**config.mk**
```make
export PLATFORM = sky130hd
export DESIGN_NAME = uart_boot_loader
export DESIGN_NICKNAME = d
export VERILOG_FILES = /design/src/rtl/uart_boot_loader_pkg.sv /design/src/rtl/uart_boot_loader.sv
export SDC_FILE = /design/constraint.sdc
export NUM_CORES = 1
export LEC_CHECK = 0
export ABC_AREA = 1
export CAP_MARGIN = 15
export CELL_PAD_IN_SITES_DETAIL_PLACEMENT = 0
export CELL_PAD_IN_SITES_GLOBAL_PLACEMENT = 1
export CORE_UTILIZATION = 44
export DETAILED_ROUTE_END_ITERATION = 7
export PLACE_DENSITY = 0.79
export SYNTH_ARGS = -nofsm -noshare
export SYNTH_HDL_FRONTEND = slang
export SYNTH_SLANG_ARGS = --single-unit
```
**constraint.sdc**
```tcl
create_clock -name clk -period 7.2 [get_ports clk]
set_input_delay 0.72 -clock clk [delete_from_list [all_inputs] [get_ports clk]]
set_output_delay 0.72 -clock clk [all_outputs]
set_load 0.01 [all_outputs]
```
**src/rtl/uart_boot_loader_pkg.sv**
```systemverilog
// Shared types and protocol constants for the UART boot loader.
package uart_boot_loader_pkg;

  typedef enum logic [2:0] {
    IDLE  = 3'd0,
    ADDR  = 3'd1,
    COUNT = 3'd2,
    DATA  = 3'd3,
    CHECK = 3'd4,
    RESP  = 3'd5
  } state_t;

  localparam logic [7:0] SYNC = 8'h55;
  localparam logic [7:0] ACK  = 8'h06;
  localparam logic [7:0] NAK  = 8'h15;

endpackage

```
**src/rtl/uart_boot_loader.sv**
```systemverilog
// UART boot loader: parses SYNC/ADDR/COUNT/DATA/CHK frames from the uart
// receive stream, writes little-endian words to memory and answers ACK/NAK.
module uart_boot_loader
  import uart_boot_loader_pkg::*;
#(
  parameter int unsigned ADDR_WIDTH = 32,
  parameter int unsigned TIMEOUT    = 100000
) (
  input  logic                  clk,
  input  logic                  reset,
  input  logic [7:0]            rx_tdata,
  input  logic                  rx_tvalid,
  output logic                  rx_tready,
  output logic [7:0]            tx_tdata,
  output logic                  tx_tvalid,
  input  logic                  tx_tready,
  output logic [ADDR_WIDTH-1:0] mem_addr,
  output logic [31:0]           mem_wdata,
  output logic                  mem_we,
  output logic                  done,
  output logic                  error
);

  localparam int unsigned TW = $clog2(TIMEOUT);

  state_t                state_q, state_d;
  logic [31:0]           addr_sh_q, addr_sh_d;
  logic [ADDR_WIDTH-1:0] wr_addr_q, wr_addr_d;
  logic [15:0]           words_q, words_d;
  logic [15:0]           word_idx_q, word_idx_d;
  logic [1:0]            byte_cnt_q, byte_cnt_d;
  logic [31:0]           word_q, word_d;
  logic [7:0]            chk_q, chk_d;
  logic [TW-1:0]         tmo_q, tmo_d;
  logic [7:0]            tx_tdata_q, tx_tdata_d;
  logic                  tx_tvalid_q, tx_tvalid_d;
  logic [ADDR_WIDTH-1:0] mem_addr_q, mem_addr_d;
  logic [31:0]           mem_wdata_q, mem_wdata_d;
  logic                  mem_we_q, mem_we_d;
  logic                  done_q, done_d;
  logic                  error_q, error_d;

  logic                  accept;
  logic [31:0]           word_next;
  logic [15:0]           words_next;

  assign rx_tready  = (state_q != RESP);
  assign accept     = rx_tvalid && rx_tready;
  assign word_next  = {rx_tdata, word_q[31:8]};
  assign words_next = {rx_tdata, words_q[15:8]};

  assign tx_tdata  = tx_tdata_q;
  assign tx_tvalid = tx_tvalid_q;
  assign mem_addr  = mem_addr_q;
  assign mem_wdata = mem_wdata_q;
  assign mem_we    = mem_we_q;
  assign done      = done_q;
  assign error     = error_q;

  // Frame parser: next state, field assembly, write strobe, response and timeout.
  always_comb begin
    state_d     = state_q;
    addr_sh_d   = addr_sh_q;
    wr_addr_d   = wr_addr_q;
    words_d     = words_q;
    word_idx_d  = word_idx_q;
    byte_cnt_d  = byte_cnt_q;
    word_d      = word_q;
    chk_d       = chk_q;
    tmo_d       = '0;
    tx_tdata_d  = tx_tdata_q;
    tx_tvalid_d = tx_tvalid_q;
    mem_addr_d  = mem_addr_q;
    mem_wdata_d = mem_wdata_q;
    mem_we_d    = 1'b0;
    done_d      = done_q;
    error_d     = error_q;

    unique case (state_q)
      IDLE: begin
        if (accept && rx_tdata == SYNC) begin
          done_d     = 1'b0;
          error_d    = 1'b0;
          byte_cnt_d = '0;
          chk_d      = '0;
          state_d    = ADDR;
        end
      end
      ADDR: begin
        if (accept) begin
          addr_sh_d  = {rx_tdata, addr_sh_q[31:8]};
          byte_cnt_d = byte_cnt_q + 2'd1;
          if (byte_cnt_q == 2'd3) begin
            // Bits above ADDR_WIDTH are dropped here so all later address
            // arithmetic wraps naturally in the narrower register.
            wr_addr_d  = ADDR_WIDTH'({rx_tdata, addr_sh_q[31:8]});
            byte_cnt_d = '0;
            state_d    = COUNT;
          end
        end
      end
      COUNT: begin
        if (accept) begin
          words_d    = words_next;
          byte_cnt_d = byte_cnt_q + 2'd1;
          if (byte_cnt_q == 2'd1) begin
            byte_cnt_d = '0;
            word_idx_d = '0;
            state_d    = (words_next == 16'd0) ? CHECK : DATA;
          end
        end
      end
      DATA: begin
        if (accept) begin
          word_d     = word_next;
          chk_d      = chk_q ^ rx_tdata;
          byte_cnt_d = byte_cnt_q + 2'd1;
          if (byte_cnt_q == 2'd3) begin
            mem_we_d    = 1'b1;
            mem_addr_d  = wr_addr_q;
            mem_wdata_d = word_next;
            wr_addr_d   = wr_addr_q + ADDR_WIDTH'(4);
            word_idx_d  = word_idx_q + 16'd1;
            if (word_idx_q == words_q - 16'd1) state_d = CHECK;
          end
        end
      end
      CHECK: begin
        if (accept) begin
          tx_tvalid_d = 1'b1;
          if (rx_tdata == chk_q) begin
            tx_tdata_d = ACK;
            done_d     = 1'b1;
          end else begin
            tx_tdata_d = NAK;
            error_d    = 1'b1;
          end
          state_d = RESP;
        end
      end
      RESP: begin
        if (tx_tready) begin
          tx_tvalid_d = 1'b0;
          state_d     = IDLE;
        end
      end
      default: state_d = IDLE;
    endcase

    // Inter-byte timeout applies only while a frame is being received.
    if (state_q inside {ADDR, COUNT, DATA, CHECK} && !accept) begin
      if (tmo_q == TW'(TIMEOUT - 1)) begin
        error_d = 1'b1;
        done_d  = 1'b0;
        state_d = IDLE;
      end else begin
        tmo_d = tmo_q + TW'(1);
      end
    end
  end

  // State and datapath registers with asynchronous reset.
  always_ff @(posedge clk or posedge reset) begin
    if (reset) begin
      state_q     <= IDLE;
      addr_sh_q   <= '0;
      wr_addr_q   <= '0;
      words_q     <= '0;
      word_idx_q  <= '0;
      byte_cnt_q  <= '0;
      word_q      <= '0;
      chk_q       <= '0;
      tmo_q       <= '0;
      tx_tdata_q  <= '0;
      tx_tvalid_q <= 1'b0;
      mem_addr_q  <= '0;
      mem_wdata_q <= '0;
      mem_we_q    <= 1'b0;
      done_q      <= 1'b0;
      error_q     <= 1'b0;
    end else begin
      state_q     <= state_d;
      addr_sh_q   <= addr_sh_d;
      wr_addr_q   <= wr_addr_d;
      words_q     <= words_d;
      word_idx_q  <= word_idx_d;
      byte_cnt_q  <= byte_cnt_d;
      word_q      <= word_d;
      chk_q       <= chk_d;
      tmo_q       <= tmo_d;
      tx_tdata_q  <= tx_tdata_d;
      tx_tvalid_q <= tx_tvalid_d;
      mem_addr_q  <= mem_addr_d;
      mem_wdata_q <= mem_wdata_d;
      mem_we_q    <= mem_we_d;
      done_q      <= done_d;
      error_q     <= error_d;
    end
  end

endmodule

```
Word-level counts from Yosys, hierarchy flattened
Index checks and enable logic that the tools add are counted.
{ "word_totals": {"register_bits": 234, "in_bits": 12, "output_inout_bits": 77, "wordCells": 120} }
{ "op_classes": {"add_sub_neg": 5, "eq_ne": 21, "mux": 55, "bitwise": 1, "n_reduce_logical": 22} }
{ "ops": {"columns": ["op", "n"], "rows": [
  ["two-way mux 32 bit", 4],
  ["two-way mux 16 bit", 4],
  ["one-hot mux 32 bit (2 select lines)", 1],
  ["two-way mux 3 bit", 13],
  ["two-way mux 17 bit", 2],
  ["adder 32 x 3 -> 32 bit (second input constant)", 1],
  ["one-hot mux 16 bit (2 select lines)", 1],
  ["!= test 2 bit (second input constant)", 9],
  ["one-hot mux 3 bit (6 select lines)", 1],
  ["adder 17 x 1 -> 17 bit (second input constant)", 1],
  ["equality test 17 bit (second input constant)", 1],
  ["adder 16 x 1 -> 16 bit (second input constant)", 1],
  ["equality test 16 bit", 1],
  ["zero test 16 bit", 1],
  ["two-way mux 8 bit", 2],
  ["one-hot mux 8 bit (2 select lines)", 1],
  ["subtractor 16 x 1 -> 16 bit (second input constant)", 1],
  ["two-way mux 1 bit", 15],
  ["AND reduction 5 bit", 3],
  ["two-way mux 2 bit", 6],
  ["AND reduction 3 bit", 3],
  ["equality test 8 x 7 -> 1 bit (second input constant)", 1],
  ["equality test 8 bit", 1],
  ["one-hot mux 2 bit (4 select lines)", 1],
  ["16 further kinds", 29]
]} }

Logic depth before layout (Yosys ltp)
Gate-level depths: netlist (run 1).
{ "logic_depth": {"word_depth": 8, "depth_mapped": 14} }

Least setup slack after synthesis (run 1)
No wires, ideal clock.
{ "synth_path": {"kind": "input port to flip-flop", "startpoint": "input rx_tdata[6]", "endpoint": "register chk_q[0]", "t_arrival_ns": 1.825, "t_required_ns": 7.075, "slack_ns": 5.250, "path_stages": 6, "path_buffers": 1, "path_cell_list": "buf_1 > nand4_1 > nor3_1 > nand3_1 > nand2_2 > mux2_2"} }
{ "synth_via": {"elab_chain_cells": 4} }
{ "synth_lines": {"columns": ["element", "line_no", "source"], "rows": [
  ["start, declared", "uart_boot_loader.sv:11", "input logic [7:0] rx_tdata,"],
  ["equality test 8 x 7 -> 1 bit", "uart_boot_loader.sv:81", "if (accept && rx_tdata == SYNC) begin"],
  ["logical AND 1 bit", "uart_boot_loader.sv:81", null],
  ["!= test 2 bit (no source line)", null, null],
  ["AND reduction 3 bit (no source line)", null, null],
  ["end signal, assigned", "uart_boot_loader.sv:189", "chk_q <= chk_d;"],
  ["end, declared", "uart_boot_loader.sv:33", "logic [7:0] chk_q, chk_d;"]
]} }
Every way passes these cells.
A chain may end at the register's enable or synchronous reset.

Final worst setup path (run 1)
{ "layout_path": {"startpoint": "register state_q[2]", "endpoint": "register wr_addr_q[16]"} }
{ "layout_via": {"elab_chain_cells": 4, "elab_cells_between_ends": 11, "classes_between": "7 x eq/ne; 1 x mux; 3 x reduce/logical"} }
{ "layout_lines": {"columns": ["element", "line_no", "source"], "rows": [
  ["start, declared", "uart_boot_loader.sv:26", "state_t state_q, state_d;"],
  ["start signal, assigned", "uart_boot_loader.sv:182", "state_q <= state_d;"],
  ["!= test 3 bit", "uart_boot_loader.sv:47", "assign rx_tready = (state_q != RESP);"],
  ["logical AND 1 bit", "uart_boot_loader.sv:48", "assign accept = rx_tvalid && rx_tready;"],
  ["!= test 2 bit (no source line)", null, null],
  ["AND reduction 5 bit (no source line)", null, null],
  ["end signal, assigned", "uart_boot_loader.sv:184", "wr_addr_q <= wr_addr_d;"],
  ["end, declared", "uart_boot_loader.sv:28", "logic [ADDR_WIDTH-1:0] wr_addr_q, wr_addr_d;"]
]} }
Parallel ways exist; a longest one is shown, timed or not.

==> results.toml, run 1 <==
[sta]
setup_viol_count_final = 0
fmax_ghz = 0.2690
worst_slack_ps = 3483
skew_ps = 18.00
hold_violations = 0
fin_crit_sh_pct = 51.63
tightest_slew_ps = 1066
period_minus_slack_ps = 3717
drv_slew = 0
rsz0062_at_grt = "false"
slew_headroom_pct = 28.91
tns_ps = 0

[setup_path]
cp_common_cell = "nand2_4"
path_max_fanout = 119
critical_path_required_ps = 7630
cp_slowest_stage_delay_ps = 660
end_kind = "flip-flop"
cpMaxStageDelayCell = "nand2_4"
crit_chain = "nor2_8 > nand2_4 > nor2_8 > nand2_4 > nand2_4 > inv_2 > a21oi_1 > o21ai_0 > a22oi_1"
startpoint = "state_q[2]$_DFF_PP0_"
r2r_start = "state_q[2]$_DFF_PP0_"
cp_data_arrival_time_ps = 4150
worst-setup-path-type = "reg2reg"
cp-start-kind = "flip-flop"

[synth]
synth_area_leaders = "dfrtp_1, nand2_1, o21ai_0"
netlist_area_um2 = 10300
synthTopCellsByCount = "nand2_1, dfrtp_1, o21ai_0, inv_1, nor2_1"
post-synth-top-count-cell = "nand2_1"
yosysTopAreaCell = "dfrtp_1"
synth_edf_count = 0
yosysWarnings = 0
synth_ff_type = "dfrtp_1"
ys_ff_latch = 213
syn_avg_cell_area_um2 = 8.257
ys_types = 51
synth_seq_area_share_pct = 51.77
async_flop_share_pct = 100.0
yosys.area.top_type_share_pct = 51.77
synthCells = 1247

[clocking]
clock_sinks = 213
htreeDepth = 1
clkSlewWorstSetupHoldPaths_ps = 60
cts_resized = 0
cts_tree = "done"
cts_made_buffers = 24
cts_setup_buffers = 0
clock_latency_ps = 530
clockBufferDepth = 3
cts_hold_repair.buffers = 0
root_buffer = "clkbuf_16"

[grt]
antenna_found_initial = 0
grt-ovfl-total = 0
grt_max_degree = 143
grtUsageTotal_pct = 21.46
first_global_vias = 7806
grt_pass1_wl_mm = 41.41

[floorplan]
start_util_pct = 45.20
die_w_um = 155.0
rows = 55
ios = 89
coreArea_um2 = 22780
dieArea_um2 = 24020
die_h_um = 155.0

[place]
portBuffers = 84
place_inst = 1600
dp_slack_ps = 3167
post-dp-hpwl_mm = 17.08
place.gp.congestion = 0.8556

[pwr]
clockPowerShare_pct = 31.0
power.density_nw_per_um2 = 316.5
p_sw_share_pct = 34.77
p_comb_share_pct = 25.0
power.switching_mw = 1.329
total_leakage_power_nw = 5.649
ir_worst_vdd_v = 0.0002007
p_seq_share_pct = 44.0
p_int_mw = 2.493

[routing]
ant_nets = 0
wl_per_cell_um = 15.23
vias = 8215
dr.pass1.iters = 5
drt_iter0_drc = 528
routed_via_density = 5.000
wl_mm = 25.03
route.detailed.drc = 0

[final_layout]
diodes = 0
syn_to_final_growth_pct = 17.28
drive_above_1_share_pct = 5.714
fin_cells = 1643
final_util_pct = 53.01
fin_nets = 1332

[outcome]
status = "completed"

[worst_hold_path]
hold_path.startpoint = "tmo_q[0]$_DFF_PP0_"
hold_path.class = "reg2reg"

[flow_run]
drv_cap = 0
[cell families after synthesis]
logic type                 share of synthesized area (%)
DFF                                                51.77
adders and majority gates                         0.8506
muxes                                             0.8750
xor gates and xnor gates                           2.637
buffers and inverters                              8.336
other                                            0.03642
and+or+nand+nor                                    21.98
AOI/OAI and AO/OA                                  13.51
[sequential cells by signal, indices dropped and copies added (netlist names)]
signal / cells
mem_addr: 32
mem_wdata: 32
wr_addr_q: 32
addr_sh_q: 24
word_q: 24
tmo_q: 17
word_idx_q: 16
words_q: 16
chk_q: 8
state_q: 3
tx_tdata: 3
byte_cnt_q: 2
done: 1
error: 1
mem_we: 1
tx_tvalid: 1
[metal layers]
layer,part of all wire (%),vias up,global-route usage [%]
li1,-,4159,-
met1,50,3918,31.64
met2,46,113,34.02
met3,2.8,25,2.451
met4,1.7,0,4.668
met5,0,-,0
[cells in the final DEF, fill, tap and decap left out, types with 3 or more instances in the layout]
master / synthesis / routed
inv_1: 153 / 152
mux2_2: 8 / 8
o21ai_0: 169 / 169
nor4_1: 5 / 5
o211ai_1: 4 / 4
a22oi_1: 6 / 6
nand3_1: 40 / 40
nor2_1: 86 / 86
clkbuf_16: 0 / 24
nand3b_1: 3 / 3
clkbuf_1: 24 / 6
nor2_2: 5 / 5
o31ai_1: 4 / 4
nor3b_1: 7 / 7
clkinv_2: 0 / 7
xor2_1: 16 / 16
o22ai_1: 5 / 5
clkbuf_8: 0 / 4
dfrtp_1: 213 / 213
clkdlybuf4s50_1: 0 / 84
inv_2: 3 / 3
nand2_4: 2 / 3
xnor2_1: 15 / 15
conb_1: 1 / 4
o21ai_1: 11 / 11
nand4_1: 21 / 21
a21oi_1: 47 / 47
buf_4: 6 / 3
nand2_1: 305 / 304
nor3_1: 28 / 28
clkinv_1: 3 / 3
nand2_2: 5 / 5
ha_1: 7 / 7
[power by group through the flow]
stage	registers [mW]	clock network [mW]	logic, mW
floorplan	1.63	0	0.725
global placement	1.70	0	0.935
detailed placement	1.70	0	0.953
CTS	1.68	1.21	0.960
global route	1.72	1.26	1.11
finish	1.68	1.18	0.955
[final cells by class]
class,count,area (um^2)
Inverter,159,604.3
Clock inverter,9,81.33
Sequential cell,213,5330
Multi-Input combinational cell,828,4126
Tap cell,313,391.6
Timing Repair Buffer,87,863.3
Clock buffer,34,678.2
Fill cell,2228,10700
[path summary, 6_finish.rpt]
path	to	slack, ps	cells past startpoint
setup / recovery	wr_addr_q[16]$_DFFE_PP0P_	3480	9
hold / removal	tmo_q[0]$_DFF_PP0_	460	1
setup reg to reg	wr_addr_q[16]$_DFFE_PP0P_	3480	9
hold reg to reg	tmo_q[0]$_DFF_PP0_	460	1
max in group asynchronous	word_q[26]$_DFFE_PP0P_	4780	3
min in group asynchronous	mem_wdata[2]$_DFFE_PP0P_	820	2
[metrics by stage]
step / power (mW) / instance area, um^2 / hold WS, ps
global route: 4.086 / 12080 / 482.1
CTS: 3.851 / 12080 / 469.2
detailed placement: 2.650 / 11320 / 456.9
global placement: 2.630 / 11320 / 449.0
floorplan: 2.356 / 10310 / 432.9
finish: 3.822 / 12080 / 462.2
[critical path, delay by kind of cell (launching register included)]
kind	cells	cell delay, ps
DFF	1	510
AOI/OAI and AO/OA	3	460
and+or+nand+nor	5	2340
buffers and inverters	1	290
Note: power is estimated with default switching activity, not from simulation.
==> inputs of run 2 (changes only) <==
--- a/config.mk
+++ b/config.mk
@@ -9,9 +9,9 @@
 export CAP_MARGIN = 15
 export CELL_PAD_IN_SITES_DETAIL_PLACEMENT = 0
 export CELL_PAD_IN_SITES_GLOBAL_PLACEMENT = 1
-export CORE_UTILIZATION = 44
+export CORE_UTILIZATION = 40
 export DETAILED_ROUTE_END_ITERATION = 7
-export PLACE_DENSITY = 0.79
+export PLACE_DENSITY = 0.76
 export SYNTH_ARGS = -nofsm -noshare
 export SYNTH_HDL_FRONTEND = slang
 export SYNTH_SLANG_ARGS = --single-unit
==> constraint.sdc (replaced) <==
create_clock -name clk -period 3 [get_ports clk]
set_input_delay 0.3 -clock clk [delete_from_list [all_inputs] [get_ports clk]]
set_output_delay 0.3 -clock clk [all_outputs]
set_load 0.01 [all_outputs]
==> run 2 against run 1 <==
Effect of this change: worst setup slack got worse by 2900 ps; count of clock-buffer cells in the layout decreased by 4; clock skew about the same; largest cell class unchanged; power increased by 150%; register-to-register slack got worse by 2900 ps; sequential share of layout area decreased by 0.87 points; core utilization decreased by 4.1 points.
==> results.toml, run 2 (synthesis gave the netlist of run 1 again) <==
[sta]
setup_viol_count_final = 0
worst_slack_ps = 600.7
skew_ps = 18.06
fin_crit_sh_pct = 79.98
tightest_slew_ps = 925.8
drv_slew = 0
hold_violations = 0
worst_hold_slack_ps = 140.9
rsz0062_at_grt = "false"
slew_headroom_pct = 38.05
fmax_ghz = 0.4168
period_minus_slack_ps = 2399

[setup_path]
end_kind = "flip-flop"
cp-start-kind = "flip-flop"
r2r_end = "word_idx_q[13]$_DFFE_PP0P_"
r2r_start = "byte_cnt_q[0]$_DFFE_PP0P_"
critical_path_required_ps = 3360
r2r_cells = 12
reg2reg_slack_ps = 600
cp_data_arrival_time_ps = 2750
worst-setup-path-type = "reg2reg"
path_max_fanout = 11

[grt]
grt-ovfl-total = 0
grt_max_degree = 119
antenna_found_initial = 0
first_global_vias = 7848
grtUsageTotal_pct = 19.67
grt_pass1_wl_mm = 41.77

[place]
dp_slack_ps = 593.1
portBuffers = 84
post-dp-hpwl_mm = 17.73
place_area_um2 = 11460
place.gp.congestion = 0.8352

[outcome]
status = "completed"

[pwr]
clockPowerShare_pct = 32.9
total_leakage_power_nw = 5.749
p_int_mw = 6.203
p_sw_share_pct = 34.13
power.switching_mw = 3.213
p_seq_share_pct = 42.9
p_comb_share_pct = 24.3
power.total_mw = 9.417
ir_worst_vdd_v = 0.0004286
power.density_nw_per_um2 = 764.5

[floorplan]
die_w_um = 162.4
ios = 89
start_util_pct = 40.89
rows = 58
dieArea_um2 = 26390
die_h_um = 162.4
coreArea_um2 = 25180

[routing]
ant_nets = 0
wl_mm = 25.26
route.detailed.drc = 0
routed_via_density = 4.983
dr.pass1.iters = 7
drt_iter0_drc = 687
vias = 8336
wl_per_cell_um = 15.10

[clocking]
clkSlewWorstSetupHoldPaths_ps = 60
cts_setup_buffers = 0
cts_tree = "done"
cts_made_buffers = 24
clockBufferDepth = 3
cts_resized = 0
clock_latency_ps = 530
root_buffer = "clkbuf_16"
htreeDepth = 1
clock_sinks = 213
cts_hold_repair.buffers = 0

[flow_run]
drv_cap = 0

[final_layout]
final_area_um2 = 12320
syn_to_final_growth_pct = 19.64
n_fill_cell = 2422
most-common-layout-cells = "nand2_1, dfrtp_1, o21ai_0, inv_1, nor2_1"
fin_nets = 1344
drive_above_1_share_pct = 6.999
mostFrequentLayoutCell = "nand2_1"
diodes = 0
final_util_pct = 48.92

[worst_hold_path]
hold_path.class = "in2async"
==> run 2: cell count changes in the layout (fill, tap and decap cells not counted), moves of 2 or more <==
| cell | before | now |
|---|---|---|
| buf_4 | 3 | 12 |
| bufinv_16 | 1 | 3 |
| clkinv_2 | 7 | 5 |
| clkbuf_1 | 6 | 1 |
| clkinvlp_4 | 0 | 5 |
| buf_12 | 0 | 3 |
==> run 2: worst max path at each step <==
| stage | startpoint | to | cells after the start |
|---|---|---|---|
| 2_1_floorplan | reset | addr_sh_q[10]$_DFFE_PP0P_ | 1 |
| 3_3_place_gp | rx_tvalid | state_q[0]$_DFF_PP0_ | 9 |
| 3_5_place_dp | rx_tvalid | state_q[0]$_DFF_PP0_ | 9 |
| 4_1_cts | byte_cnt_q[0]$_DFFE_PP0P_ | word_idx_q[13]$_DFFE_PP0P_ | 12 |
| 5_1_grt | byte_cnt_q[0]$_DFFE_PP0P_ | word_idx_q[13]$_DFFE_PP0P_ | 12 |
| 6_report | byte_cnt_q[0]$_DFFE_PP0P_ | word_idx_q[13]$_DFFE_PP0P_ | 12 |
==> run 2: worst max-delay path, stage by stage, from the launching register on <==
cell and delay [ps]:
dfrtp_1 400, ha_1 320, inv_1 120, nand2_1 70, o21ai_0 120, nor2_2 400
nand3_1 180, inv_2 120, nand2_1 110, nor3_2 150, nand2_1 90, nor2_1 100
nor3b_1 50
==> run 2: area by class of cell <==
| type | count | area, um^2 | area share, % |
|---|---|---|---|
| Timing Repair Buffer | 99 | 991.0 | 8.045 |
| Multi-Input combinational cell | 828 | 4126 | 33.50 |
| Tap cell | 330 | 412.9 | 3.352 |
| Sequential cell | 213 | 5330 | 43.27 |
| Clock buffer | 30 | 673.1 | 5.465 |
| Clock inverter | 14 | 183.9 | 1.493 |
| Inverter | 159 | 600.6 | 4.876 |
==> run 2: stage by stage <==
step,std cells,setup TNS [ps]
2_1_floorplan,1250,-14950
3_3_place_gp,1629,0
3_5_place_dp,1629,0
4_1_cts,1673,0
5_1_grt,1673,0
6_report,1673,0
==> run 2: routing by layer <==
metal / part of all wire, % / track usage (%) / vias to the layer above
li1: - / - / 4196
met5: 0 / 0 / -
met4: 1.8 / 4.374 / 0
met2: 45 / 30.94 / 175
met3: 4.1 / 2.597 / 34
met1: 49 / 28.77 / 3931
==> run 2: power by group through the flow <==
stage / Combinational (mW) / Sequential [mW] / Clock, mW
5_1_grt: 2.66 / 4.12 / 3.29
3_3_place_gp: 2.26 / 4.06 / 0
6_report: 2.29 / 4.04 / 3.09
2_1_floorplan: 1.74 / 3.91 / 0
3_5_place_dp: 2.29 / 4.07 / 0
4_1_cts: 2.30 / 4.04 / 3.19
==> inputs of run 3 (changes only) <==
==> constraint.sdc (replaced) <==
create_clock -name clk -period 2 [get_ports clk]
set_input_delay 0.2 -clock clk [delete_from_list [all_inputs] [get_ports clk]]
set_output_delay 0.2 -clock clk [all_outputs]
set_load 0.01 [all_outputs]
==> run 3 against run 2 <==
Effect of this change: critical path depth down 8; non-clock buffer count up 76; largest power group unchanged; global-route usage up 0.85 points.
==> results.toml, run 3 (synthesis gave the netlist of run 1 again) <==
[clocking]
cts_tree = "done"
clock_sinks = 213
cts_made_buffers = 25
clkSlewWorstSetupHoldPaths_ps = 60
root_buffer = "clkbuf_16"
clockBufferDepth = 3
htreeDepth = 1
clock_latency_ps = 540

[worst_hold_path]
hold_path.class = "in2reg"

[sta]
fmax_ghz = 0.5157
setup_viol_count_final = 0
fin_crit_sh_pct = 96.96
hold_violations = 0
worst_slack_ps = 60.77
period_minus_slack_ps = 1939
tightest_slew_ps = 555.4
drv_slew = 0
skew_ps = 8.018
slew_headroom_pct = 62.69
tns_ps = 0

[final_layout]
most-common-layout-cells = "nand2_1, dfrtp_1, o21ai_0, inv_1, clkdlybuf4s50_1"
fin_nets = 1421
mostFrequentLayoutCell = "nand2_1"
drive_above_1_share_pct = 14.63
n_fill_cell = 2388
diodes = 0
syn_to_final_growth_pct = 26.93

[pwr]
ir_worst_vdd_v = 0.0006448
power.total_mw = 14.42
power.density_nw_per_um2 = 1104
total_leakage_power_nw = 6.156

[grt]
grtUsageTotal_pct = 20.52
grt_pass1_wl_mm = 43.57
first_global_vias = 8478
antenna_found_initial = 0
grt-ovfl-total = 0
grt_max_degree = 71

[routing]
dr.pass1.iters = 5
wl_mm = 26.25
routed_via_density = 4.969
route.detailed.drc = 0
ant_nets = 0
drt_iter0_drc = 540
vias = 8671
wl_per_cell_um = 15.04

[place]
portBuffers = 84
post-dp-hpwl_mm = 18.78
dp_slack_ps = -44.07
place.gp.congestion = 0.8254

[floorplan]
rows = 58
coreArea_um2 = 25180
ios = 89
die_w_um = 162.4
dieArea_um2 = 26390
start_util_pct = 40.89
die_h_um = 162.4

[setup_path]
end_kind = "output port"
worst-setup-path-type = "reg2out"
critical_path_required_ps = 1800
path_max_fanout = 3
cp-start-kind = "flip-flop"
cp_data_arrival_time_ps = 1740

[flow_run]
drv_cap = 0

[outcome]
status = "completed"
run 3: cell count changes in the layout (fill, tap and decap cells not counted), moves of 4 or more:
cell / previous run / this run
buf_12: 3 / 9
buf_4: 12 / 78
clkbuf_1: 1 / 5
ha_1: 7 / 3
ha_2: 0 / 4
nand2_1: 304 / 296
nand2_2: 5 / 13
nand3_1: 40 / 35
nand3_2: 1 / 6
nor2_1: 86 / 69
nor2_2: 5 / 19
o21ai_0: 169 / 165
run 3: path summary, 6_finish.rpt:
check | start | to | slack, ps | depth (start not counted)
min | tx_tready | tx_tvalid$_DFFE_PP0P_ | 360 | 4
min in group asynchronous | reset | word_q[15]$_DFFE_PP0P_ | 530 | 3
max in group asynchronous | reset | wr_addr_q[23]$_DFFE_PP0P_ | 820 | 4
max | state_q[1]$_DFF_PP0_ | rx_tready | 60 | 4
min reg2reg | tmo_q[0]$_DFF_PP0_ | tmo_q[0]$_DFF_PP0_ | 460 | 1
max reg2reg | state_q[1]$_DFF_PP0_ | wr_addr_q[14]$_DFFE_PP0P_ | 80 | 11
run 3: final cells by class:
type	instances	area, um^2	share of cell area (%)
sequential	213	5333	40.80
clock inverter	7	85.08	0.6510
timing repair buffer	175	1650	12.63
tap	330	412.9	3.159
inverter	159	603.1	4.615
multi-input combinational	828	4299	32.90
clock buffer	33	685.7	5.247
run 3: worst max-delay path, stage by stage (launching register included):
cell	delay [ps]
dfrtp_1	400
inv_2	80
nand3_1	100
buf_4	160
clkdlybuf4s50_1	470
run 3: per-stage QoR:
stage	hold slack (ps)	std cells	utilization (%)	instance area, um^2
2_1_floorplan	321.0	1250	-	10310
3_3_place_gp	443.8	1691	47.66	12000
3_5_place_dp	453.8	1691	47.66	12000
4_1_cts	337.9	1737	50.92	12820
5_1_grt	425.1	1745	51.90	13070
6_report	360.9	1745	51.90	13070
run 3: repair_timing:
action / in CTS / in global routing
pin swaps: 0 / 9
setup endpoints to repair: 1 / 40
gates cloned: 0 / 0
hold buffers: 1 / 0
endpoints found under the hold margin: 3 / 0
setup buffers: 5 / 8
resized for setup: 2 / 58
run 3: power breakdown:
| group | switching [mW] | total (mW) | internal (mW) |
|---|---|---|---|
| sequential | 0.747 | 6.02 | 5.27 |
| combinational | 2.46 | 4.05 | 1.59 |
| clock | 1.82 | 4.35 | 2.54 |
run 3: routing by layer:
layer	wire, um	track usage (%)	vias to the layer above
li1	-	-	4337
met1	12730	29.84	4172
met2	12120	32.65	128
met3	868	2.317	34
met4	527	4.889	0
met5	0	0	-
